<file path="config.mk">
export PLATFORM = sky130hd
export DESIGN_NAME = exe_stage_mc
export DESIGN_NICKNAME = d
export VERILOG_FILES = /design/src/rtl/exe_pkg.sv /design/src/rtl/mul_unit.sv /design/src/rtl/exe_stage_mc.sv
export SDC_FILE = /design/constraint.sdc
export NUM_CORES = 1
export LEC_CHECK = 0
export ABC_AREA = 0
export BUFFER_PORTS_ARGS = -buffer_cell sky130_fd_sc_hd__buf_4
export CORE_MARGIN = 2
export CORE_UTILIZATION = 59
export DETAILED_ROUTE_END_ITERATION = 10
export GPL_TIMING_DRIVEN = 1
export PLACE_DENSITY = 0.82
export SETUP_SLACK_MARGIN = 0.5
export SYNTH_ARGS = -nofsm -noshare
export SYNTH_HDL_FRONTEND = slang
export SYNTH_SLANG_ARGS = --single-unit
</file>
<file path="constraint.sdc">
create_clock -name clk -period 5.9 [get_ports clk]
set_input_delay 0.885 -clock clk [delete_from_list [all_inputs] [get_ports clk]]
set_output_delay 0.885 -clock clk [all_outputs]
set_load 0.02 [all_outputs]
</file>
<file path="src/rtl/exe_pkg.sv">
// Shared definitions for the multi-cycle execute stage: ALU command codes,
// status flag bit positions and the controller state encoding.
package exe_pkg;

    // ALU command encoding carried on EXE_CMDIn
    typedef enum logic [3:0] {
        CMD_MOV = 4'b0001,
        CMD_MVN = 4'b1001,
        CMD_ADD = 4'b0010,
        CMD_ADC = 4'b0011,
        CMD_SUB = 4'b0100,
        CMD_SBC = 4'b0101,
        CMD_AND = 4'b0110,
        CMD_ORR = 4'b0111,
        CMD_EOR = 4'b1000,
        CMD_MUL = 4'b1010
    } exe_cmd_e;

    // Bit positions inside the {N,Z,C,V} status nibble
    localparam int FLAG_N = 3;
    localparam int FLAG_Z = 2;
    localparam int FLAG_C = 1;
    localparam int FLAG_V = 0;

    // Controller states: IDLE accepts work, RUN waits on the multiplier
    typedef enum logic [0:0] {
        ST_IDLE = 1'b0,
        ST_RUN  = 1'b1
    } exe_state_e;

endpackage

</file>
<file path="src/rtl/mul_unit.sv">
// Iterative shift-add multiplier retiring MUL_STEP multiplier bits per cycle.
// done is asserted in the cycle whose step completes the product; product is
// the accumulator value after that step, so the caller can register it at the
// same edge the last step retires.
module mul_unit #(
    parameter int DATA_W   = 32,
    parameter int MUL_STEP = 1
) (
    input  logic              clk,
    input  logic              rst,
    input  logic              start,
    input  logic              abort,
    input  logic              hold,
    input  logic [DATA_W-1:0] a,
    input  logic [DATA_W-1:0] b,
    output logic              busy,
    output logic              done,
    output logic [DATA_W-1:0] product
);

    localparam int STEPS = DATA_W / MUL_STEP;
    localparam int CNT_W = $clog2(STEPS + 1);

    if (DATA_W % MUL_STEP != 0) begin : g_bad_step
        $error("mul_unit: DATA_W must be a multiple of MUL_STEP");
    end

    logic [DATA_W-1:0] acc_r;
    logic [DATA_W-1:0] mcand_r;
    logic [DATA_W-1:0] mplier_r;
    logic [CNT_W-1:0]  cnt_r;
    logic              busy_r;
    logic [DATA_W-1:0] acc_s;
    logic              last_s;

    // Add the partial products for the next MUL_STEP multiplier bits
    always_comb begin
        acc_s = acc_r;
        for (int j = 0; j < MUL_STEP; j++) begin
            if (mplier_r[j]) begin
                acc_s = acc_s + (mcand_r << j);
            end else begin
                acc_s = acc_s;
            end
        end
    end

    assign last_s  = (cnt_r == CNT_W'(STEPS - 1));
    assign busy    = busy_r;
    assign done    = busy_r & last_s;
    assign product = acc_s;

    // Operand load, per-cycle step, abort and hold of the multiplier datapath
    always_ff @(posedge clk) begin
        if (rst || abort) begin
            acc_r    <= '0;
            mcand_r  <= '0;
            mplier_r <= '0;
            cnt_r    <= '0;
            busy_r   <= 1'b0;
        end else if (hold) begin
            busy_r <= busy_r;
        end else if (start) begin
            acc_r    <= '0;
            mcand_r  <= a;
            mplier_r <= b;
            cnt_r    <= '0;
            busy_r   <= 1'b1;
        end else if (busy_r) begin
            acc_r    <= acc_s;
            mcand_r  <= mcand_r << MUL_STEP;
            mplier_r <= mplier_r >> MUL_STEP;
            cnt_r    <= cnt_r + CNT_W'(1);
            busy_r   <= ~last_s;
        end else begin
            busy_r <= 1'b0;
        end
    end

endmodule

</file>
<file path="src/rtl/exe_stage_mc.sv">
// Execute stage with single-cycle ALU operations and a multi-cycle MUL.
// A MUL parks its side-band fields in pending registers and stalls the stage
// until the multiplier finishes; then all outputs are written together.
module exe_stage_mc
    import exe_pkg::*;
#(
    parameter int DATA_W   = 32,
    parameter int MUL_STEP = 1
) (
    input  logic              clk,
    input  logic              rst,
    input  logic              in_valid,
    output logic              stall_out,
    input  logic              freeze_in,
    input  logic              flush_in,
    input  logic              WB_ENIn,
    input  logic              MEM_R_ENIn,
    input  logic              MEM_W_ENIn,
    input  logic              SIn,
    input  logic              BIn,
    input  logic [3:0]        EXE_CMDIn,
    input  logic [3:0]        DestIn,
    input  logic [3:0]        statusIn,
    input  logic [DATA_W-1:0] PCIn,
    input  logic [DATA_W-1:0] Val1In,
    input  logic [DATA_W-1:0] Val2In,
    input  logic [DATA_W-1:0] Val_RmIn,
    input  logic [23:0]       Imm24In,
    output logic              out_valid,
    output logic              WB_ENOut,
    output logic              MEM_R_ENOut,
    output logic              MEM_W_ENOut,
    output logic              branchTakenOut,
    output logic [3:0]        DestOut,
    output logic [3:0]        statusOut,
    output logic [DATA_W-1:0] ALU_ResOut,
    output logic [DATA_W-1:0] Val_RmOut,
    output logic [DATA_W-1:0] branchAddressOut
);

    if (DATA_W < 8) begin : g_bad_width
        $error("exe_stage_mc: DATA_W must be at least 8");
    end
    if (DATA_W % MUL_STEP != 0) begin : g_bad_step
        $error("exe_stage_mc: DATA_W must be a multiple of MUL_STEP");
    end

    exe_state_e        state_r, state_s;
    exe_cmd_e          cmd_s;
    logic              accept_s, is_mul_s, mul_busy_s, mul_done_s;
    logic [DATA_W-1:0] mul_prod_s, add_b_s, res_s, br_s;
    logic [DATA_W:0]   sum_s;
    logic              cin_s, arith_s, known_s, ovf_s;
    logic [3:0]        flags_s, mul_flags_s;
    logic              p_wb_r, p_mr_r, p_mw_r, p_b_r, p_s_r;
    logic [3:0]        p_dest_r, p_st_r;
    logic [DATA_W-1:0] p_valrm_r, p_br_r;

    assign cmd_s     = exe_cmd_e'(EXE_CMDIn);
    assign stall_out = (state_r == ST_RUN);
    assign accept_s  = in_valid & ~stall_out & ~freeze_in & ~flush_in;
    assign is_mul_s  = (cmd_s == CMD_MUL);
    assign br_s      = PCIn + DATA_W'($signed({Imm24In, 2'b00}));

    mul_unit #(
        .DATA_W  (DATA_W),
        .MUL_STEP(MUL_STEP)
    ) u_mul (
        .clk    (clk),
        .rst    (rst),
        .start  (accept_s & is_mul_s),
        .abort  (flush_in),
        .hold   (freeze_in),
        .a      (Val1In),
        .b      (Val2In),
        .busy   (mul_busy_s),
        .done   (mul_done_s),
        .product(mul_prod_s)
    );

    // Single-cycle ALU: shared adder for ADD/ADC/SUB/SBC plus logic ops and flags
    always_comb begin
        add_b_s = Val2In;
        cin_s   = 1'b0;
        arith_s = 1'b0;
        known_s = 1'b1;
        res_s   = '0;
        case (cmd_s)
            CMD_MOV: res_s = Val2In;
            CMD_MVN: res_s = ~Val2In;
            CMD_ADD: arith_s = 1'b1;
            CMD_ADC: begin arith_s = 1'b1; cin_s = statusIn[FLAG_C]; end
            CMD_SUB: begin arith_s = 1'b1; add_b_s = ~Val2In; cin_s = 1'b1; end
            CMD_SBC: begin arith_s = 1'b1; add_b_s = ~Val2In; cin_s = statusIn[FLAG_C]; end
            CMD_AND: res_s = Val1In & Val2In;
            CMD_ORR: res_s = Val1In | Val2In;
            CMD_EOR: res_s = Val1In ^ Val2In;
            CMD_MUL: res_s = '0;
            default: known_s = 1'b0;
        endcase
        sum_s = {1'b0, Val1In} + {1'b0, add_b_s} + {{DATA_W{1'b0}}, cin_s};
        if (arith_s) begin
            res_s = sum_s[DATA_W-1:0];
        end else begin
            res_s = res_s;
        end
        ovf_s   = (Val1In[DATA_W-1] == add_b_s[DATA_W-1]) && (sum_s[DATA_W-1] != Val1In[DATA_W-1]);
        flags_s = statusIn;
        if (SIn && known_s) begin
            flags_s[FLAG_N] = res_s[DATA_W-1];
            flags_s[FLAG_Z] = (res_s == '0);
            if (arith_s) begin
                flags_s[FLAG_C] = sum_s[DATA_W];
                flags_s[FLAG_V] = ovf_s;
            end else begin
                flags_s[FLAG_C] = statusIn[FLAG_C];
                flags_s[FLAG_V] = statusIn[FLAG_V];
            end
        end else begin
            flags_s = statusIn;
        end
    end

    // MUL flags: N,Z from the product, C,V from the status captured at accept
    always_comb begin
        if (p_s_r) begin
            mul_flags_s = {mul_prod_s[DATA_W-1], (mul_prod_s == '0), p_st_r[FLAG_C], p_st_r[FLAG_V]};
        end else begin
            mul_flags_s = p_st_r;
        end
    end

    // Next-state logic: flush forces IDLE, freeze holds, MUL accept enters RUN
    always_comb begin
        state_s = state_r;
        if (flush_in) begin
            state_s = ST_IDLE;
        end else if (freeze_in) begin
            state_s = state_r;
        end else begin
            case (state_r)
                ST_IDLE: begin
                    if (accept_s && is_mul_s) begin
                        state_s = ST_RUN;
                    end else begin
                        state_s = ST_IDLE;
                    end
                end
                ST_RUN: begin
                    if (mul_done_s || !mul_busy_s) begin
                        state_s = ST_IDLE;
                    end else begin
                        state_s = ST_RUN;
                    end
                end
                default: state_s = ST_IDLE;
            endcase
        end
    end

    // Controller state register
    always_ff @(posedge clk) begin
        if (rst) begin
            state_r <= ST_IDLE;
        end else begin
            state_r <= state_s;
        end
    end

    // Output and pending-MUL registers with rst > flush > freeze > normal priority
    always_ff @(posedge clk) begin
        if (rst) begin
            out_valid        <= 1'b0;
            WB_ENOut         <= 1'b0;
            MEM_R_ENOut      <= 1'b0;
            MEM_W_ENOut      <= 1'b0;
            branchTakenOut   <= 1'b0;
            DestOut          <= 4'h0;
            statusOut        <= 4'h0;
            ALU_ResOut       <= '0;
            Val_RmOut        <= '0;
            branchAddressOut <= '0;
            p_wb_r           <= 1'b0;
            p_mr_r           <= 1'b0;
            p_mw_r           <= 1'b0;
            p_b_r            <= 1'b0;
            p_s_r            <= 1'b0;
            p_dest_r         <= 4'h0;
            p_st_r           <= 4'h0;
            p_valrm_r        <= '0;
            p_br_r           <= '0;
        end else if (flush_in) begin
            out_valid      <= 1'b0;
            WB_ENOut       <= 1'b0;
            MEM_R_ENOut    <= 1'b0;
            MEM_W_ENOut    <= 1'b0;
            branchTakenOut <= 1'b0;
        end else if (freeze_in) begin
            out_valid <= out_valid;
        end else if (accept_s && is_mul_s) begin
            out_valid      <= 1'b0;
            WB_ENOut       <= 1'b0;
            MEM_R_ENOut    <= 1'b0;
            MEM_W_ENOut    <= 1'b0;
            branchTakenOut <= 1'b0;
            p_wb_r         <= WB_ENIn;
            p_mr_r         <= MEM_R_ENIn;
            p_mw_r         <= MEM_W_ENIn;
            p_b_r          <= BIn;
            p_s_r          <= SIn;
            p_dest_r       <= DestIn;
            p_st_r         <= statusIn;
            p_valrm_r      <= Val_RmIn;
            p_br_r         <= br_s;
        end else if (accept_s) begin
            out_valid        <= 1'b1;
            WB_ENOut         <= WB_ENIn;
            MEM_R_ENOut      <= MEM_R_ENIn;
            MEM_W_ENOut      <= MEM_W_ENIn;
            branchTakenOut   <= BIn;
            DestOut          <= DestIn;
            statusOut        <= flags_s;
            ALU_ResOut       <= res_s;
            Val_RmOut        <= Val_RmIn;
            branchAddressOut <= br_s;
        end else if (stall_out && mul_done_s) begin
            out_valid        <= 1'b1;
            WB_ENOut         <= p_wb_r;
            MEM_R_ENOut      <= p_mr_r;
            MEM_W_ENOut      <= p_mw_r;
            branchTakenOut   <= p_b_r;
            DestOut          <= p_dest_r;
            statusOut        <= mul_flags_s;
            ALU_ResOut       <= mul_prod_s;
            Val_RmOut        <= p_valrm_r;
            branchAddressOut <= p_br_r;
        end else begin
            out_valid      <= 1'b0;
            WB_ENOut       <= 1'b0;
            MEM_R_ENOut    <= 1'b0;
            MEM_W_ENOut    <= 1'b0;
            branchTakenOut <= 1'b0;
        end
    end

endmodule
</file>
==> out/summary.txt <==
non-filler instance count after layout = 3,253
DIE HEIGHT = 185.8 um
Crit Path Class = in -> reg
Worst EP required = 6350 ps
CTS H-tree depth = 2
Top Usage Layer GRT = met2
Setup TNS = 0 ps
layout cells sized above 1 = 14.55%
initial core utilization = 59.93%
initial antenna violation count = 0
syn nets = 2,952
DPL Wire Length = 46,240 um
ys flop type = dfxtp_1
GRT met1 Usage = 50.07%
Syn Inst Count = 2,618
# hold bufs at CTS = 0
final hold vios = 0
first drt pass iteration count = 7
Syn-to-layout area delta = 17.85%
status = finished clean
num ports = 284
vias per cell = 6.219
HP Class = reg -> reg
Initial DRC Count = 2,032
WL/cell = 19.68 um
cell taking the most area after synthesis = dfxtp_1
Layout Nets = 3,120
CTS Root Buffer Type = clkbuf_16
CTS tree = done
Placer Congestion = 0.9413
final setup fails = 0
post-synthesis sequential area ratio = 29.78%
# diodes = 0
largest net degree at the start of global routing = 156
cell with the most instances after synthesis = nand2_1
minimum clock period = 5030 ps
Core Rows = 66
post-layout total power = 0.005143 W
DRT Wirelength = 64,030 um
Placed Instances = 3,192
maxcap violations = 0
power density over the cells = 223.9 mW/mm^2
PortBufs = 283
GR Overflow Total = 0
Mapped Area = 0.01950 mm^2
Synth top cells by count = nand2_1, nor2_1, dfxtp_1
area share of the largest cell type after synthesis = 29.78%
skew final = 20.26 ps
main area contributors after synthesis = dfxtp_1, ha_1, nand2_1
first-pass GRT wire length = 98,240 um
die width = 185.8 um
EDFF count, synth = 0
placeable core area = 0.03254 mm^2
vias in the first global route = 18,470
Max Root-Sink Buffers = 3
met2 Resource Use GR = 55.12%
FMAX = 198.8 MHz
Lkg Pwr = 9.197 nW
critical path arrival = 5480 ps
asr flop ratio synth = 0%
unrepaired setup endpoints after global routing = false
Slew HR = 34.57%
distinct cell type count after synthesis = 79
Slew Limit Fails = 0
worst-path fanout max = 36
post-synthesis average cell area = 7.447 um^2
Yosys reg bits = 290
Num CTS Buffers = 34
Clock transition at path regs = 60 ps
worst vdd ir = 0.2021 mV
DR vias = 20,230
synth warn = 0
Most Frequent Cell on Critical Path = fa_1
GR Layer Usage met3 = 4.559%
worst skew pair latency = 540 ps
DRC = 0
clock sinks = 290
final antenna-violating net count = 0
Die ar. = 0.03452 mm^2
Worst Setup Start Kind = input pin
crit end category = flop
slowest stage cell, crit path = a2111oi_0
CP cell instances = buf_4 > nand2_1 > o21ai_0 > a21oi_1 > nor2_1 > fa_1 > inv_1 > fa_1 > nor2b_1 > o31a_1 > o22ai_1 > o21ba_2 > o311a_1 > nor3_1 > xor2_1 > a2111oi_0 > nand4_1 > nor4_2 > a31oi_1 > nor3_2
total track usage = 35.59%
Least-Margin Pin Slew = 979.4 ps
slowest cell delay on critical path = 510 ps
final core occ = 70.62%
Final period util = 85.25%
-- per-layer routing --
metal  vias up  share of wire (%)  wire length (um)
met4         0                4.3              2782
met3       156                8.7              5552
met5         -                  0                 0
li1       9638                  -                 -
met1      9514                 43             27540
met2       921                 44             28160
-- repair_timing --
action	in CTS	in global routing
resized for setup	0	2
buffers inserted	0	0
setup endpoints to repair	0	1
-- stage by stage --
stage          hold slack [ps]  setup slack, ps  cell area, um^2
2_1_floorplan            432.3            516.8            19500
3_3_place_gp             439.2            435.7            21790
3_5_place_dp             446.4            391.5            21790
4_1_cts                  454.8            908.2            22970
5_1_grt                  469.1            538.6            22980
6_report                 452.4            870.5            22980
-- worst max-delay path: cells and delay by family --
kind | cells | cell delay, ps
adder cells (fa/ha/maj) | 2 | 680
XOR/XNOR | 1 | 130
buffers and inverters | 2 | 390
AO/OA/AOI/OAI | 8 | 1950
AND/OR/NAND/NOR | 7 | 1440
-- cell families (layout without fill, tap and decap cells) --
kind of cell | count (synthesis) | after routing | share of synthesized area, %
AOI/OAI and AO/OA | 743 | 743 | 26.00
adders and majority gates | 160 | 160 | 10.42
muxes | 27 | 27 | 1.425
and+or+nand+nor | 1005 | 1005 | 21.94
xor gates and xnor gates | 111 | 111 | 4.986
buffers and inverters | 282 | 475 | 5.455
DFF | 290 | 290 | 29.78
-- layout by cell type (no fill, tap or decap), drive strengths merged, types with 12 or more instances in the layout --
master | Yosys | routed
mux2i | 21 | 21
a221oi | 23 | 23
nand3 | 32 | 32
a21o | 40 | 40
nor2b | 14 | 14
clkbuf | 165 | 46
nand2 | 508 | 508
a311oi | 118 | 118
inv | 104 | 105
nand4 | 21 | 21
ha | 156 | 156
a211oi | 56 | 56
o21ai | 100 | 100
xnor2 | 78 | 78
buf | 13 | 310
nand2b | 18 | 18
nor2 | 295 | 295
o211ai | 34 | 34
dfxtp | 290 | 290
and2 | 12 | 12
nor3 | 30 | 30
a21oi | 222 | 222
or3 | 13 | 13
a31oi | 13 | 13
and3 | 16 | 16
xor2 | 33 | 33
o21a | 15 | 15
-- power breakdown --
group | switching [W] | internal (W)
sequential | 0.00000952 | 0.00197
combinational | 0.000567 | 0.000378
clock | 0.000906 | 0.00131
total | 0.00148 | 0.00366
-- cell type report --
class	count	area [um^2]
Multi-Input combinational cell	2046	12680
Fill cell	2757	9559
Sequential cell	290	5806
Timing Repair Buffer	310	2369
Clock buffer	46	935.9
Tap cell	442	553.0
Inverter	104	390.4
Clock inverter	15	239.0
-- registers in the layout (all words and copies together), names as in the netlist, 6 cells and up --
register / cells
p_br_r: 32
p_valrm_r: 32
u_mul.mcand_r: 32
branchAddressOut: 32
ALU_ResOut: 32
u_mul.cnt_r: 6
u_mul.acc_r: 32
u_mul.mplier_r: 32
Val_RmOut: 32
-- final timing paths --
kind,start,endpoint,slack [ps],depth (start not counted)
setup / recovery,EXE_CMDIn[0],statusOut[2]$_SDFFE_PP0P_,870,20
hold / removal,ALU_ResOut[1]$_SDFFE_PP0P_,ALU_ResOut[1]$_SDFFE_PP0P_,450,2
hold reg to reg,ALU_ResOut[1]$_SDFFE_PP0P_,ALU_ResOut[1]$_SDFFE_PP0P_,450,2
setup reg to reg,u_mul.mcand_r[0]$_SDFFE_PP0P_,statusOut[2]$_SDFFE_PP0P_,1100,14
Power figures use the tool's default switching activity.
